===== src/rtl/lisnoc_router_input_port_pkg.sv =====
// Shared definitions for the lisnoc router input port.
// Holds the flit type codes, the per-VC route FSM states and a small
// classification helper used by the route logic.
package lisnoc_router_input_port_pkg;

  // Width of the flit type field that the type codes below are encoded in
  localparam int unsigned flit_type_code_width = 2;

  // Flit type codes, carried in the top bits of every flit
  typedef enum logic [flit_type_code_width-1:0] {
    FLIT_PAYLOAD = 2'b00,
    FLIT_HEADER  = 2'b01,
    FLIT_LAST    = 2'b10,
    FLIT_SINGLE  = 2'b11
  } flit_type_e;

  // Per-VC routing state
  typedef enum logic [1:0] {
    ROUTE_IDLE   = 2'b00,
    ROUTE_ACTIVE = 2'b01,
    ROUTE_DROP   = 2'b10
  } route_state_e;

  // True for flit types that carry a destination field
  function automatic logic is_head_type(input logic [flit_type_code_width-1:0] t);
    return (t == FLIT_HEADER) || (t == FLIT_SINGLE);
  endfunction

endpackage


===== src/rtl/lisnoc_fifo.sv =====
// Synchronous flit FIFO with registered full/empty views.
// Ports:
//   clk, rst            clock, asynchronous active-high reset
//   in_flit/in_valid    write side; a flit is taken when in_valid && in_ready
//   in_ready            not full (registered)
//   out_flit/out_valid  head of the FIFO; out_valid = not empty (registered)
//   out_ready           pop the head this cycle
module lisnoc_fifo #(
  parameter int unsigned flit_width = 34,
  parameter int unsigned length     = 4
) (
  input  logic                  clk,
  input  logic                  rst,
  input  logic [flit_width-1:0] in_flit,
  input  logic                  in_valid,
  output logic                  in_ready,
  output logic [flit_width-1:0] out_flit,
  output logic                  out_valid,
  input  logic                  out_ready
);

  localparam int unsigned ptr_width = (length > 1) ? $clog2(length) : 1;
  localparam int unsigned cnt_width = $clog2(length + 1);

  logic [flit_width-1:0] mem [length];
  logic [ptr_width-1:0]  wr_ptr_q, wr_ptr_d;
  logic [ptr_width-1:0]  rd_ptr_q, rd_ptr_d;
  logic [cnt_width-1:0]  count_q, count_d;
  logic                  push_c, pop_c;

  // Wrapping pointer increment that also handles non power-of-two depths
  function automatic logic [ptr_width-1:0] ptr_next(input logic [ptr_width-1:0] p);
    return (p == ptr_width'(length - 1)) ? '0 : p + ptr_width'(1);
  endfunction

  // Next-state for pointers and occupancy
  always_comb begin
    push_c   = in_valid & in_ready;
    pop_c    = out_ready & out_valid;
    wr_ptr_d = push_c ? ptr_next(wr_ptr_q) : wr_ptr_q;
    rd_ptr_d = pop_c ? ptr_next(rd_ptr_q) : rd_ptr_q;
    count_d  = count_q;
    case ({push_c, pop_c})
      2'b10:   count_d = count_q + cnt_width'(1);
      2'b01:   count_d = count_q - cnt_width'(1);
      default: count_d = count_q;
    endcase
  end

  // Pointer/occupancy registers; full and empty are kept as flops
  always_ff @(posedge clk or posedge rst) begin
    if (rst) begin
      wr_ptr_q  <= '0;
      rd_ptr_q  <= '0;
      count_q   <= '0;
      in_ready  <= 1'b1;
      out_valid <= 1'b0;
    end else begin
      wr_ptr_q  <= wr_ptr_d;
      rd_ptr_q  <= rd_ptr_d;
      count_q   <= count_d;
      in_ready  <= (count_d != cnt_width'(length));
      out_valid <= (count_d != '0);
    end
  end

  // Storage needs no reset: out_valid masks stale contents
  always_ff @(posedge clk) begin
    if (push_c) begin
      mem[wr_ptr_q] <= in_flit;
    end
  end

  assign out_flit = mem[rd_ptr_q];

endmodule


===== src/rtl/lisnoc_router_input_route.sv =====
// Route FSM, destination lookup and one-entry output register for one VC.
// Ports:
//   clk, rst            clock, asynchronous active-high reset
//   in_flit, in_valid   FIFO head and its valid
//   pop_c               pop the FIFO head this cycle (combinational)
//   read                switch read strobes, one per output port
//   request             one-hot output port request (zero when empty)
//   out_flit            flit held in the output register
module lisnoc_router_input_route
  import lisnoc_router_input_port_pkg::*;
#(
  parameter int unsigned flit_data_width = 32,
  parameter int unsigned flit_type_width = 2,
  parameter int unsigned ph_dest_width   = 5,
  parameter int unsigned num_dests       = 32,
  parameter int unsigned ports           = 5,
  parameter logic [num_dests*ports-1:0] lookup = '0
) (
  input  logic                                       clk,
  input  logic                                       rst,
  input  logic [flit_data_width+flit_type_width-1:0] in_flit,
  input  logic                                       in_valid,
  output logic                                       pop_c,
  input  logic [ports-1:0]                           read,
  output logic [ports-1:0]                           request,
  output logic [flit_data_width+flit_type_width-1:0] out_flit
);

  localparam int unsigned flit_width = flit_data_width + flit_type_width;

  route_state_e                 state_q, state_d;
  logic [ports-1:0]             route_q, route_d;
  logic [ports-1:0]             request_d;
  logic [flit_width-1:0]        flit_d;
  logic [flit_type_code_width-1:0] head_type;
  logic [ph_dest_width-1:0]     dest;
  logic [ports-1:0]             entry;
  logic [ports-1:0]             sel;
  logic                         keep;
  logic                         read_c;
  logic                         oreg_valid;

  assign head_type = in_flit[flit_width-1 -: flit_type_code_width];
  assign dest      = in_flit[flit_data_width-1 -: ph_dest_width];

  // Lookup, FSM next state, pop decision and output register next value
  always_comb begin
    entry     = '0;
    keep      = 1'b0;
    sel       = '0;
    state_d   = state_q;
    route_d   = route_q;
    request_d = request;
    flit_d    = out_flit;

    // Out-of-range destinations leave entry at zero, i.e. unroutable
    for (int unsigned d = 0; d < num_dests; d++) begin
      if (32'(dest) == d) begin
        entry = lookup[d*ports +: ports];
      end
    end

    // A loaded request is always nonzero, so it doubles as the valid bit
    oreg_valid = |request;
    // Reads on ports other than the selected one are ignored
    read_c     = |(read & request);

    // Header/single flits restart routing from any state
    if (is_head_type(head_type)) begin
      keep = (entry != '0);
      sel  = entry;
      if (head_type == FLIT_HEADER) begin
        state_d = keep ? ROUTE_ACTIVE : ROUTE_DROP;
        if (keep) begin
          route_d = entry;
        end
      end else begin
        state_d = ROUTE_IDLE;
      end
    end else begin
      case (state_q)
        ROUTE_ACTIVE: begin
          keep = 1'b1;
          sel  = route_q;
          if (head_type == FLIT_LAST) begin
            state_d = ROUTE_IDLE;
          end
        end
        ROUTE_DROP: begin
          if (head_type == FLIT_LAST) begin
            state_d = ROUTE_IDLE;
          end
        end
        default: begin
          // Orphan payload/last in IDLE is discarded
        end
      endcase
    end

    // Discarded flits never wait for output register space
    pop_c = in_valid & (~keep | ~oreg_valid | read_c);

    if (!pop_c) begin
      state_d = state_q;
      route_d = route_q;
    end

    if (read_c) begin
      request_d = '0;
    end
    if (pop_c && keep) begin
      request_d = sel;
      flit_d    = in_flit;
    end
  end

  // FSM, route and output registers
  always_ff @(posedge clk or posedge rst) begin
    if (rst) begin
      state_q  <= ROUTE_IDLE;
      route_q  <= '0;
      request  <= '0;
      out_flit <= '0;
    end else begin
      state_q  <= state_d;
      route_q  <= route_d;
      request  <= request_d;
      out_flit <= flit_d;
    end
  end

endmodule


===== src/rtl/lisnoc_router_input_port.sv =====
// Receive-side port of a lisnoc router.
// Buffers each virtual channel in its own FIFO, routes packets through a
// destination lookup table and presents one flit plus a one-hot output
// request per VC to the switch.
// Ports:
//   clk, rst        clock, asynchronous active-high reset
//   link_flit       incoming flit, shared by all VCs
//   link_valid      per-VC flit valid (at most one bit set)
//   link_ready      per-VC FIFO not full
//   switch_request  bit v*ports+p: VC v requests output p
//   switch_flit     VC v flit at [(v+1)*flit_width-1 : v*flit_width]
//   switch_read     bit v*ports+p: output p takes VC v's flit this cycle
module lisnoc_router_input_port
  import lisnoc_router_input_port_pkg::*;
#(
  parameter int unsigned flit_data_width = 32,
  parameter int unsigned flit_type_width = 2,
  parameter int unsigned ph_dest_width   = 5,
  parameter int unsigned num_dests       = 32,
  parameter int unsigned ports           = 5,
  parameter logic [num_dests*ports-1:0] lookup = '0,
  parameter int unsigned vchannels       = 1,
  parameter int unsigned fifo_length     = 4
) (
  input  logic                                                 clk,
  input  logic                                                 rst,
  input  logic [flit_data_width+flit_type_width-1:0]           link_flit,
  input  logic [vchannels-1:0]                                 link_valid,
  output logic [vchannels-1:0]                                 link_ready,
  output logic [ports*vchannels-1:0]                           switch_request,
  output logic [(flit_data_width+flit_type_width)*vchannels-1:0] switch_flit,
  input  logic [ports*vchannels-1:0]                           switch_read
);

  localparam int unsigned flit_width = flit_data_width + flit_type_width;

  // One independent FIFO + route stage per virtual channel
  for (genvar v = 0; v < vchannels; v++) begin : g_vc
    logic [flit_width-1:0] fifo_flit;
    logic                  fifo_valid;
    logic                  fifo_pop_c;

    lisnoc_fifo #(
      .flit_width (flit_width),
      .length     (fifo_length)
    ) u_fifo (
      .clk       (clk),
      .rst       (rst),
      .in_flit   (link_flit),
      .in_valid  (link_valid[v]),
      .in_ready  (link_ready[v]),
      .out_flit  (fifo_flit),
      .out_valid (fifo_valid),
      .out_ready (fifo_pop_c)
    );

    lisnoc_router_input_route #(
      .flit_data_width (flit_data_width),
      .flit_type_width (flit_type_width),
      .ph_dest_width   (ph_dest_width),
      .num_dests       (num_dests),
      .ports           (ports),
      .lookup          (lookup)
    ) u_route (
      .clk      (clk),
      .rst      (rst),
      .in_flit  (fifo_flit),
      .in_valid (fifo_valid),
      .pop_c    (fifo_pop_c),
      .read     (switch_read[v*ports +: ports]),
      .request  (switch_request[v*ports +: ports]),
      .out_flit (switch_flit[v*flit_width +: flit_width])
    );
  end

endmodule


===== config.mk =====
export PLATFORM = sky130hd
export DESIGN_NAME = lisnoc_router_input_port
export DESIGN_NICKNAME = d
export VERILOG_FILES = /design/src/rtl/lisnoc_router_input_port_pkg.sv /design/src/rtl/lisnoc_fifo.sv /design/src/rtl/lisnoc_router_input_route.sv /design/src/rtl/lisnoc_router_input_port.sv
export SDC_FILE = /design/constraint.sdc
export NUM_CORES = 1
export LEC_CHECK = 0
export BUFFER_PORTS_ARGS = -buffer_cell sky130_fd_sc_hd__buf_2
export CAP_MARGIN = 10
export CORE_MARGIN = 2
export CORE_UTILIZATION = 25
export DETAILED_ROUTE_END_ITERATION = 10
export PLACE_DENSITY = 0.76
export REMOVE_ABC_BUFFERS = 1
export SYNTH_ARGS = -nofsm -noshare
export SYNTH_HDL_FRONTEND = slang
export SYNTH_SLANG_ARGS = --single-unit
export TNS_END_PERCENT = 30

===== constraint.sdc =====
create_clock -name clk -period 3.4 [get_ports clk]
set_clock_uncertainty 0.05 [all_clocks]
set_input_delay 0.68 -clock clk [delete_from_list [all_inputs] [get_ports clk]]
set_output_delay 0.68 -clock clk [all_outputs]
set_load 0.02 [all_outputs]

Yosys cells after proc, flatten, opt, wreduce, memory -nomap -nowiden

Memory sizes are Yosys's and may differ from the RTL's.
Index checks and enable logic that the tools add are counted.

Add/sub/neg operators: 4
Bitwise gates (word level): 8
Multiplexer cells: 13
Eq/ne operators: 10
Reduce and logical (&&, ||, !) cells: 10

Operator list:

| cell                                                                   | count |
|---|---|
| 2-bit equality test (second input constant)                            | 6 |
| 2-bit two-way mux                                                      | 6 |
| 5-bit two-way mux                                                      | 2 |
| 5-bit OR reduction                                                     | 2 |
| 2-bit by 1-bit equality test with 1-bit output (second input constant) | 3 |
| 3-bit one-hot mux with 2 select lines                                  | 1 |
| 2-bit nonzero test                                                     | 3 |
| 5-bit bitwise AND                                                      | 1 |
| 2-bit by 1-bit adder with 2-bit output (second input constant)         | 2 |
| 1-bit two-way mux                                                      | 4 |
| 3-bit by 1-bit adder with 3-bit output (second input constant)         | 1 |
| 1-bit bitwise AND                                                      | 3 |
| 3-bit inequality test (second input constant)                          | 1 |
| 3-bit AND reduction                                                    | 1 |
| 3-bit nonzero test                                                     | 1 |
| 3-bit by 1-bit subtractor with 3-bit output (second input constant)    | 1 |
| 1-bit inverter                                                         | 2 |
| 1-bit bitwise OR                                                       | 2 |
| 2-bit OR reduction                                                     | 1 |
| 1-bit logical AND                                                      | 1 |
| 1-bit logical OR                                                       | 1 |

Input bits: 42
Flip-flop bits (word level): 50
Memories: 1
Bits in writable memories: 136
Logic and storage cells: 54

Memories:

| memory             | depth | width | rd ports | clocked after memory_dff | write ports | RTL line          | source |
|---|---|---|---|---|---|---|---|
| g_vc[0].u_fifo.mem | 4     | 34    | 1        | 0                        | 1           | lisnoc_fifo.sv:25 | `logic [flit_width-1:0] mem [length];` |

Longest topological paths before layout

Gate-level depths: netlist (run 1).
An unclocked memory read counts as a cell.

Depth after elaboration: 12
Depth in mapped cells: 6
Mapped depth without buffers: 6

Modules after synthesis

A second synthesis (run 1) with hierarchy kept.

Cells, all modules: 263
Area, all modules: 5,776.8 µm²

Modules (own cells, without submodules):

| module                    | area each (µm²) | seq. area each (µm²) | cells an instance | instances |
|---|---|---|---|---|
| lisnoc_fifo               | 5,472.7         | 4,310.4              | 222               | 1 |
| lisnoc_router_input_route | 304.0           | 0.0                  | 41                | 1 |

Least setup slack after synthesis (run 1)

Ideal clock, no wire load.

Path kind: input-to-reg
Start point: input link_valid
End point: register g_vc[0].u_fifo.out_valid
Path slack: 1,350 ps
Setup time: 131 ps
Stages on the path: 6
Arrival time: 1,869 ps
Data required time: 3,219 ps
Cells stage by stage: nand2_1 > ha_1 > fa_1 > xnor2_2 > xor2_1 > a21oi_1

Longest elaborated chain between the ends: 4

Ends and longest elaborated chain:

| item                                                                                         | RTL line                       | source |
|---|---|---|
| start, declared                                                                              | lisnoc_router_input_port.sv:28 | `input logic [vchannels-1:0] link_valid,` |
| 1-bit bitwise AND (*)                                                                        | lisnoc_fifo.sv:38              | `push_c = in_valid & in_ready;` |
| 2-bit by 1-bit equality test with 1-bit output / 2-bit equality test (equally long branches) | lisnoc_fifo.sv:43              | `case ({push_c, pop_c})` |
| 3-bit one-hot mux with 2 select lines (*)                                                    | lisnoc_fifo.sv:43              |  |
| 3-bit nonzero test (*)                                                                       | lisnoc_fifo.sv:63              | `out_valid <= (count_d != '0);` |
| end signal, assigned                                                                         | lisnoc_fifo.sv:63              |  |
| end, declared                                                                                | lisnoc_fifo.sv:18              | `output logic out_valid,` |

Mark *: on every way between the ends. The rest lies on a longest branch, timed or not.
A chain may end at the register's enable or synchronous reset.

Worst setup path in the final report (run 1)

Start point: register g_vc[0].u_fifo.in_ready
End point: register g_vc[0].u_fifo.out_valid

Longest elaborated chain between the ends: 4

Ends and longest elaborated chain:

| item                                                                                         | RTL line          | source |
|---|---|---|
| start, declared                                                                              | lisnoc_fifo.sv:16 | `output logic in_ready,` |
| start signal, assigned                                                                       | lisnoc_fifo.sv:62 | `in_ready <= (count_d != cnt_width'(length));` |
| 1-bit bitwise AND (*)                                                                        | lisnoc_fifo.sv:38 |  |
| 2-bit by 1-bit equality test with 1-bit output / 2-bit equality test (equally long branches) | lisnoc_fifo.sv:43 |  |
| 3-bit one-hot mux with 2 select lines (*)                                                    | lisnoc_fifo.sv:43 |  |
| 3-bit nonzero test (*)                                                                       | lisnoc_fifo.sv:63 |  |

Marked as above.

==> results of run 1 <==
per-layer routing:
layer,routed length [um],GRT usage,vias up,part of all wire
met5,0,0,-,0
met4,0,0,0,0
met3,112,0.0603,0,0.20
met2,257,0.0641,25,0.45
met1,201,0.0447,124,0.35
li1,-,-,124,-
worst max-delay path, cell delays in order (launching register included):
cell and delay [ns]:
dfstp_2 0.52, nand2_1 0.05, ha_1 0.24, fa_1 0.48, xnor2_2 0.25, xor2_1 0.17, a21oi_1 0.08
sequential cells by signal, summed over array words and instances, names as in the netlist:
register,count
g_vc.u_fifo.count_q,3
g_vc.u_fifo.in_ready,1
g_vc.u_fifo.out_valid,1
path summary, 6_finish.rpt:
check | startpoint | to | slack, ns | depth (start not counted)
worst min register to register | g_vc[0].u_fifo.count_q[2] | g_vc[0].u_fifo.count_q[2] | 0.52 | 1
worst max-delay path | g_vc[0].u_fifo.in_ready | g_vc[0].u_fifo.out_valid | 1.44 | 6
worst max register to register | g_vc[0].u_fifo.in_ready | g_vc[0].u_fifo.out_valid | 1.44 | 6
min in group clk | g_vc[0].u_fifo.count_q[2] | g_vc[0].u_fifo.count_q[2] | 0.52 | 1
worst min-delay path | rst | g_vc[0].u_fifo.out_valid | 0.28 | 2
max in group asynchronous | rst | g_vc[0].u_fifo.in_ready | 2.78 | 2
logic make-up after synthesis:
| family | after synthesis | synth area share |
|---|---|---|
| adder cells (fa/ha/maj) | 2 | 0.0575 |
| XOR/XNOR | 5 | 0.0907 |
| AO/OA/AOI/OAI | 2 | 0.0177 |
| buffers and inverters | 40 | 0.524 |
| AND/OR/NAND/NOR | 5 | 0.0597 |
| other | 1 | 0.00663 |
| multiplexers | 1 | 0.0199 |
| flip-flops | 5 | 0.223 |
where the power goes:
group	leakage [nW]	internal, mW	switching (mW)
logic	0.194	0.0904	0.113
clock network	0.0150	0.0443	0.0229
registers	0.0551	0.0889	0.0311
total	0.264	0.224	0.167
stage by stage:
| step | instance area (um2) | utilization |
|---|---|---|
| final | 492 | 0.227 |
| after global routing | 492 | 0.227 |
| after floorplan | 415 | - |
| after global placement | 465 | 0.215 |
| after CTS | 492 | 0.227 |
| after detailed placement | 465 | 0.215 |
final cells by class:
type | count | share of cell area
clock buffer | 4 | 0.0534
inverter | 1 | 0.00763
multi-input combinational | 54 | 0.580
sequential | 5 | 0.257
tap | 28 | 0.0712
timing repair buffer | 3 | 0.0305
cells in the mapped netlist (all sizes together):
cell type	n	area [um2]
buf	39	293
dfrtp	4	100
xnor2	3	33.8
a21oi	2	10.0
xor2	2	17.5
conb	1	3.75
dfstp	1	26.3
fa	1	20.0
ha	1	12.5
inv	1	3.75
mux2	1	11.3
nand2	1	3.75
nor2	1	3.75
nor3b	1	7.51
nor4b	1	8.76
nor4bb	1	10.0
==> results.sh, run 1 <==
export IMPL_track_usage=0.0462
export IMPL_drtPass1Iterations=3
export IMPL_drv_slew=0
export IMPL_critPathKind="reg -> reg"
export IMPL_setup_worst_path_end_class="flip-flop"
export IMPL_fill_cells=245
export IMPL_io_pins=82
export IMPL_fp_coreArea_um2=2170
export IMPL_area_delta_synth_final_pct=-13.1
export IMPL_setup_viol=0
export IMPL_grt_pass1_vias=179
export IMPL_cts_tree="done"
export IMPL_grt_max_degree=7
export IMPL_ys_seq_area_frac=0.223
export IMPL_dpl_hpwl_um=490
export IMPL_final_common_cell="conb_1"
export IMPL_mostFrequentLayoutCells="conb_1 (39), dfrtp_1 (4), clkbuf_4 (3), buf_2 (3)"
export IMPL_worstHoldPathType="in -> async"
export IMPL_dp_cells=91
export IMPL_maxCapViolCount=0
export IMPL_post_cts_buffers=0
export IMPL_powerDensity_nw_per_um2=794
export IMPL_finalWorstSetupSlack_ns=1.44
export IMPL_clk_latency_ns=0.24
export IMPL_row_count=17
export IMPL_drc=0
export IMPL_post_cts_resized=0
export IMPL_drt_total_wl_um=572
export IMPL_peakVddDrop_mv=0.240
export IMPL_via_per_inst=2.87
export IMPL_status="complete, no violations"
export IMPL_cp_start_kind="flip-flop"
export IMPL_fin_cells=95
export IMPL_wl_per_cell_um=6.02
export IMPL_grt_overflow=0
export IMPL_final_nets=112
export IMPL_htree_levels=1
export IMPL_syn_cell_area_um2=566
export IMPL_die_area_um2=2660
export IMPL_pre_cts_slack_ns=1.19
export IMPL_finalCriticalPeriod_ns=1.96
export IMPL_place_congestion=0.647
export IMPL_antenna_left=0
export IMPL_grt_setup_unrepaired="no"
export IMPL_synth_cells=61
export IMPL_antennaDiodeCount=0
export IMPL_cp_max_fo=3
export IMPL_whs_ns=0.280
export IMPL_die_h_um=51.6
export IMPL_power_mw=0.390
export IMPL_cts_buffer_depth=2
export IMPL_min_period_over_period=0.577
export IMPL_synth_seq_cells=5
export IMPL_cp_required_ns=3.46
export IMPL_leakagePower_nw=0.264
export IMPL_fmax_ghz=0.510
export IMPL_vias=273
export IMPL_ctsHoldBuffers=0
export IMPL_antenna_found_initial=0
export IMPL_io_buffers=3
export IMPL_multi_input_area_um2=285
export IMPL_clk_pin_slew_ns=0.04
export IMPL_start_util=0.261
export IMPL_clock_root_buffer="clkbuf_4"
export IMPL_drtIter0Drc=2
export IMPL_cts_made_buffers=3
export IMPL_synth_area_per_cell_um2=9.27
export IMPL_drive_above_1_share=0.134
export IMPL_cp_data_arrival_time_ns=2.02
export IMPL_die_width_um=51.6
export IMPL_setup_tns_ns=0
export IMPL_yosysWarnings=0
export IMPL_numClockSinks=5
export IMPL_hold_viol_final=0
export IMPL_seq_area_um2=126
export IMPL_synthDistinctLibCells=17
export IMPL_grt_pass1_wl_um=779
No activity file was read; power rests on OpenSTA's default activity.
==> run 2: changes to the inputs <==
Settings changed: ABC_AREA from default to 1.
Clock period 3.4 ns to 1.95 ns, I/O delays scaled along.
==> run 2 against run 1 <==
Compared with the run above:
- register-to-register slack worse by 1.3 ns
- design area up 2.5%
- critical path depth is 1 higher
- critical path type unchanged
- fmax up 9.1%
- clock power up 77%
- sequential power up 53%
- die area rose by 0.41%
- setup slack lost 1.3 ns
==> results.sh, run 2 <==
export IMPL_ys_async_sr_fraction=1.00
export IMPL_rr_worst_depth=7
export IMPL_hp_start="g_vc[0].u_fifo.count_q[2]"
export IMPL_cts_tree="done"
export IMPL_yosysWarnings=0
export IMPL_finalCriticalPeriod_ns=1.80
export IMPL_cp_data_arrival_time_ns=1.87
export IMPL_grt_pass1_wl_um=910
export IMPL_wl_per_cell_um=5.64
export IMPL_yosysMostFrequentCell="buf_4"
export IMPL_syn_cell_area_um2=568
export IMPL_reg2reg_from="g_vc[0].u_fifo.in_ready"
export IMPL_row_count=17
export IMPL_critical_path_cell_chain="nand2_1 -> ha_1 -> fa_1 -> nand2_2 -> nand2_4 -> nor2_4 -> nand3_2"
export IMPL_synth_flop_cell="dfrtp_1"
export IMPL_yosysTopAreaCellShare=0.515
export IMPL_synth_edff_count=0
export IMPL_synth_cells=69
export IMPL_largest_register_ffs=3
export IMPL_yosys_top_cells_count="buf_4 (39), nand2_1 (9), inv_1 (5)"
export IMPL_whs_ns=0.468
export IMPL_cts_made_buffers=3
export IMPL_maxCapViolCount=0
export IMPL_hold_viol_final=0
export IMPL_io_pins=82
export IMPL_status="complete, no violations"
export IMPL_fill_cells=243
export IMPL_track_usage=0.0522
export IMPL_top_register="g_vc.u_fifo.count_q"
export IMPL_place_congestion=0.711
export IMPL_drive_above_1_share=0.171
export IMPL_io_buffers=3
export IMPL_die_area_um2=2670
export IMPL_crit_family="adder cells"
export IMPL_cp_required_ns=2.02
export IMPL_ys_seq_area_frac=0.222
export IMPL_vias=298
export IMPL_cp_start_kind="flip-flop"
export IMPL_antenna_found_initial=0
export IMPL_drtPass1Iterations=2
export IMPL_holdPathEnd="g_vc[0].u_fifo.out_valid"
export IMPL_slowest_delay_ns=0.52
export IMPL_grt_max_degree=6
export IMPL_die_h_um=51.7
export IMPL_cts_buffer_depth=2
export IMPL_area_delta_synth_final_pct=-11.2
export IMPL_timing_rr_end="g_vc[0].u_fifo.out_valid"
export IMPL_synth_seq_cells=5
export IMPL_start_util=0.262
export IMPL_setup_tns_ns=0
export IMPL_pre_cts_slack_ns=0.158
export IMPL_via_per_inst=2.87
export IMPL_final_common_cell="conb_1"
export IMPL_leakagePower_nw=0.301
export IMPL_antennaDiodeCount=0
export IMPL_min_path_cells=2
export IMPL_cpMaxStageDelayCell="dfstp_2"
export IMPL_setup_viol=0
export IMPL_grt_pass1_vias=248
export IMPL_clk_latency_ns=0.24
export IMPL_fmax_ghz=0.556
export IMPL_post_cts_resized=0
export IMPL_drv_slew=0
export IMPL_cp_max_fo=3
export IMPL_critPathKind="reg -> reg"
export IMPL_numClockSinks=5
export IMPL_dpl_hpwl_um=513
export IMPL_drc=0
export IMPL_setup_worst_path_end_class="flip-flop"
export IMPL_min_period_over_period=0.923
export IMPL_grt_setup_unrepaired="no"
export IMPL_fin_util=0.232
export IMPL_drt_total_wl_um=587
export IMPL_powerDensity_nw_per_um2=1390
export IMPL_clock_root_buffer="clkbuf_4"
export IMPL_reg2reg_slack_ns=0.15
export IMPL_synth_area_top_cells="buf_4 (52%), dfrtp_1 (18%), nand2_1 (5.9%)"
export IMPL_finalWorstSetupSlack_ns=0.151
export IMPL_worstHoldPathType="reg -> reg"
export IMPL_peakVddDrop_mv=0.297
export IMPL_grt_overflow=0
export IMPL_antenna_left=0
export IMPL_crit_buf_inv=0
export IMPL_yosys_area_top_type="buf_4"
export IMPL_final_nets=121
export IMPL_die_width_um=51.7
export IMPL_synthDistinctLibCells=15
export IMPL_mostFrequentLayoutCells="conb_1 (39), nand2_1 (9), inv_1 (5)"
export IMPL_htree_levels=1
export IMPL_fp_coreArea_um2=2170
export IMPL_clk_pin_slew_ns=0.04
export IMPL_reg_largest_list="g_vc.u_fifo.count_q x3, g_vc.u_fifo.in_ready x1, g_vc.u_fifo.out_valid x1"
export IMPL_synth_area_per_cell_um2=8.23
export IMPL_drtIter0Drc=1
-- run 2: changes by cell type after synthesis, sizes merged --
| cell | change |
|---|---|
| nand2 | +11 |
| nor4bb | -1 |
| nand3 | +2 |
| nor3b | -1 |
| mux2 | -1 |
| nor4b | -1 |
| a21oi | -2 |
| xnor2 | -3 |
| xor2 | -2 |
| inv | +5 |
| nand4 | +1 |
-- run 2: where the power goes --
group	leakage, nW	total [mW]	switching, mW	internal, mW
clock network	0.0150	0.119	0.0419	0.0773
registers	0.0567	0.184	0.0273	0.157
logic	0.229	0.399	0.269	0.130
-- run 2: tightest hold or removal path, delay by kind of cell (launching register included) --
| family | cells | cell delay (ns) |
|---|---|---|
| AND/OR/NAND/NOR | 2 | 0.15 |
| flip-flops | 1 | 0.34 |
-- run 2: cell type report --
class | count | area (um2) | area share
Multi-Input combinational cell | 57 | 269 | 0.533
Inverter | 6 | 22.5 | 0.0447
Tap cell | 28 | 35.0 | 0.0695
Sequential cell | 5 | 126 | 0.251
Timing Repair Buffer | 4 | 25.0 | 0.0496
Clock buffer | 4 | 26.3 | 0.0521
-- run 2: logic make-up (layout without fill, tap and decap cells) --
logic type / Yosys count / count (layout) / synth area share
buffers and inverters: 45 / 14 / 0.555
flip-flops: 5 / 5 / 0.222
adder cells (fa/ha/maj): 2 / 2 / 0.0573
other: 1 / 39 / 0.00660
AND/OR/NAND/NOR: 16 / 16 / 0.159
-- run 2: metrics by stage --
| stage | total power [mW] | area (um2) | cells |
|---|---|---|---|
| 2_1_floorplan | 0.528 | 418 | 68 |
| 3_5_place_dp | 0.583 | 468 | 99 |
| 6_report | 0.702 | 504 | 104 |
| 4_1_cts | 0.710 | 504 | 104 |
| 5_1_grt | 0.768 | 504 | 104 |
| 3_3_place_gp | 0.567 | 468 | 99 |
-- run 2: worst max-delay path by stage --
stage | startpoint | end | slack, ns | cells past startpoint
after global routing | g_vc[0].u_fifo.in_ready | g_vc[0].u_fifo.in_ready | 0.02 | 9
after detailed placement | g_vc[0].u_fifo.in_ready | g_vc[0].u_fifo.out_valid | 0.16 | 7
final | g_vc[0].u_fifo.in_ready | g_vc[0].u_fifo.out_valid | 0.15 | 7
after floorplan | g_vc[0].u_fifo.in_ready | g_vc[0].u_fifo.out_valid | 0.13 | 7
after global placement | g_vc[0].u_fifo.in_ready | g_vc[0].u_fifo.out_valid | 0.18 | 7
after CTS | g_vc[0].u_fifo.in_ready | g_vc[0].u_fifo.out_valid | 0.15 | 7
-- run 2: metal layers --
metal | vias up | GRT usage | wire length, um
met2 | 21 | 0.0855 | 343
li1 | 143 | - | -
met1 | 132 | 0.0391 | 164
met3 | 2 | 0.0172 | 75
met5 | - | 0 | 0
met4 | 0 | 0.0789 | 4
-- run 2: repair_timing --
item,CTS,global route
buffers inserted,0,0
endpoints found under the setup margin,0,0
hold endpoints to repair,4,0
hold buffers,1,0
==> run 3: changes to the inputs <==
Settings changed: PLACE_DENSITY 0.76 to 0.68.
Clock period 1.95 ns to 2.2 ns, I/O delays scaled along.
==> run 3 against run 2 <==
Compared with the run above:
- non-clock buffer count shrank 1
- first-iteration DRC count grew 100%
- utilization decreased by 0.46 points
- total power down 13%
- hold slack worse by 0.43 ns
- routed wire length shrank 12%
- fmax rose by 1.1%
- critical path type unchanged
- critical endpoint unchanged
- largest power group unchanged
- highest routed layer is now met3
==> results.sh, run 3 (synthesis results as in run 2) <==
export IMPL_status="complete, no violations"
export IMPL_antenna_left=0
export IMPL_io_buffers=3
export IMPL_post_cts_buffers=0
export IMPL_drtPass1Iterations=2
export IMPL_switchingPower_mw=0.291
export IMPL_drc=0
export IMPL_critPathKind="reg -> reg"
export IMPL_antenna_found_initial=0
export IMPL_grt_setup_unrepaired="no"
export IMPL_row_count=17
export IMPL_drv_slew=0
export IMPL_largest_register_ffs=3
export IMPL_cp_max_fo=3
export IMPL_die_h_um=51.7
export IMPL_track_usage=0.0473
export IMPL_clockPowerShare=0.169
export IMPL_grt_pass1_wl_um=869
export IMPL_wl_per_cell_um=5.04
export IMPL_post_cts_resized=0
export IMPL_clock_root_buffer="clkbuf_4"
export IMPL_whs_ns=0.0366
export IMPL_finalCriticalPeriod_ns=1.78
export IMPL_die_width_um=51.7
export IMPL_cp_required_ns=2.27
export IMPL_cts_made_buffers=3
export IMPL_powerDensity_nw_per_um2=1240
export IMPL_reg2reg_slack_ns=0.42
export IMPL_ctsHoldBuffers=0
export IMPL_cp_data_arrival_time_ns=1.85
export IMPL_drt_total_wl_um=519
export IMPL_clk_pin_slew_ns=0.04
export IMPL_start_util=0.262
export IMPL_fmax_ghz=0.562
export IMPL_fp_coreArea_um2=2170
export IMPL_fill_cells=247
export IMPL_grt_max_degree=6
export IMPL_setup_tns_ns=0
export IMPL_numClockSinks=5
export IMPL_peakVddDrop_mv=0.314
export IMPL_cp_start_kind="flip-flop"
export IMPL_seqPwrFrac=0.265
export IMPL_reg_largest_list="g_vc.u_fifo.count_q x3, g_vc.u_fifo.in_ready x1, g_vc.u_fifo.out_valid x1"
export IMPL_final_common_cell="conb_1"
export IMPL_die_area_um2=2670
export IMPL_grt_overflow=0
export IMPL_mostFrequentLayoutCells="conb_1 (39), nand2_1 (9), inv_1 (5)"
export IMPL_grt_pass1_vias=237
export IMPL_sw_frac_of_total=0.476
export IMPL_cts_buffer_depth=2
export IMPL_htree_levels=1
export IMPL_clk_latency_ns=0.24
export IMPL_final_nets=120
export IMPL_vias=289
export IMPL_antennaDiodeCount=0
export IMPL_place_congestion=0.550
export IMPL_p_comb_frac=0.565
export IMPL_drive_above_1_share=0.173
export IMPL_maxCapViolCount=0
export IMPL_worstHoldPathType="in -> async"
export IMPL_setup_worst_path_end_class="flip-flop"
export IMPL_min_period_over_period=0.809
export IMPL_dpl_hpwl_um=476
export IMPL_drtIter0Drc=2
export IMPL_hold_viol_final=0
export IMPL_via_per_inst=2.81
export IMPL_io_pins=82
export IMPL_setup_viol=0
export IMPL_leakagePower_nw=0.296
export IMPL_cts_tree="done"
export IMPL_intPower_mw=0.320
export IMPL_top_register="g_vc.u_fifo.count_q"
export IMPL_area_delta_synth_final_pct=-13.0
## run 3: cell count changes in the layout (fill, tap and decap cells not counted)
cell,before,now
dlygate4sd3_1,1,0
## run 3: path summary, 6_finish.rpt
| check | startpoint | endpoint | depth (start not counted) |
|---|---|---|---|
| max | g_vc[0].u_fifo.in_ready | g_vc[0].u_fifo.out_valid | 7 |
| min | rst | g_vc[0].u_fifo.count_q[1] | 2 |
| max reg2reg | g_vc[0].u_fifo.in_ready | g_vc[0].u_fifo.out_valid | 7 |
| min reg2reg | g_vc[0].u_fifo.count_q[2] | g_vc[0].u_fifo.out_valid | 2 |
| max in group asynchronous | rst | g_vc[0].u_fifo.in_ready | 2 |
| min in group clk | g_vc[0].u_fifo.count_q[2] | g_vc[0].u_fifo.out_valid | 2 |
## run 3: area by class of cell
type | instances | area (um2) | share of cell area
Sequential cell | 5 | 126 | 0.256
Inverter | 6 | 22.5 | 0.0456
Multi-Input combinational cell | 57 | 269 | 0.544
Tap cell | 28 | 35.0 | 0.0709
Timing Repair Buffer | 3 | 15.0 | 0.0304
Clock buffer | 4 | 26.3 | 0.0532
## run 3: power groups by stage
stage	combinational [mW]	sequential, mW	clock [mW]
after floorplan	0.301	0.166	0
after global placement	0.337	0.162	0
after detailed placement	0.348	0.164	0
after CTS	0.350	0.163	0.109
after global routing	0.406	0.167	0.110
final	0.346	0.162	0.104
## run 3: layer usage
| layer | vias to the layer above | GRT usage | part of all wire |
|---|---|---|---|
| li1 | 139 | - | - |
| met1 | 133 | 0.0409 | 0.26 |
| met2 | 17 | 0.0791 | 0.64 |
| met3 | 0 | 0.0172 | 0.10 |
| met4 | 0 | 0.0526 | 0 |
| met5 | - | 0 | 0 |
## run 3: stage by stage
| step | total power [mW] | area [um2] | utilization | setup slack, ns | cells |
|---|---|---|---|---|---|
| after floorplan | 0.468 | 418 | - | 0.381 | 68 |
| after global placement | 0.499 | 468 | 0.216 | 0.414 | 99 |
| after detailed placement | 0.512 | 468 | 0.216 | 0.397 | 99 |
| after CTS | 0.621 | 494 | 0.228 | 0.401 | 103 |
| after global routing | 0.683 | 494 | 0.228 | 0.282 | 103 |
| final | 0.611 | 494 | 0.228 | 0.420 | 103 |
## run 3: worst max-delay path, stage by stage, from the launching register on
cell and delay, ns:
dfstp_2 0.51, nand2_1 0.05, ha_1 0.22, fa_1 0.50, nand2_2 0.10, nand2_4 0.05
nor2_4 0.11, nand3_2 0.07
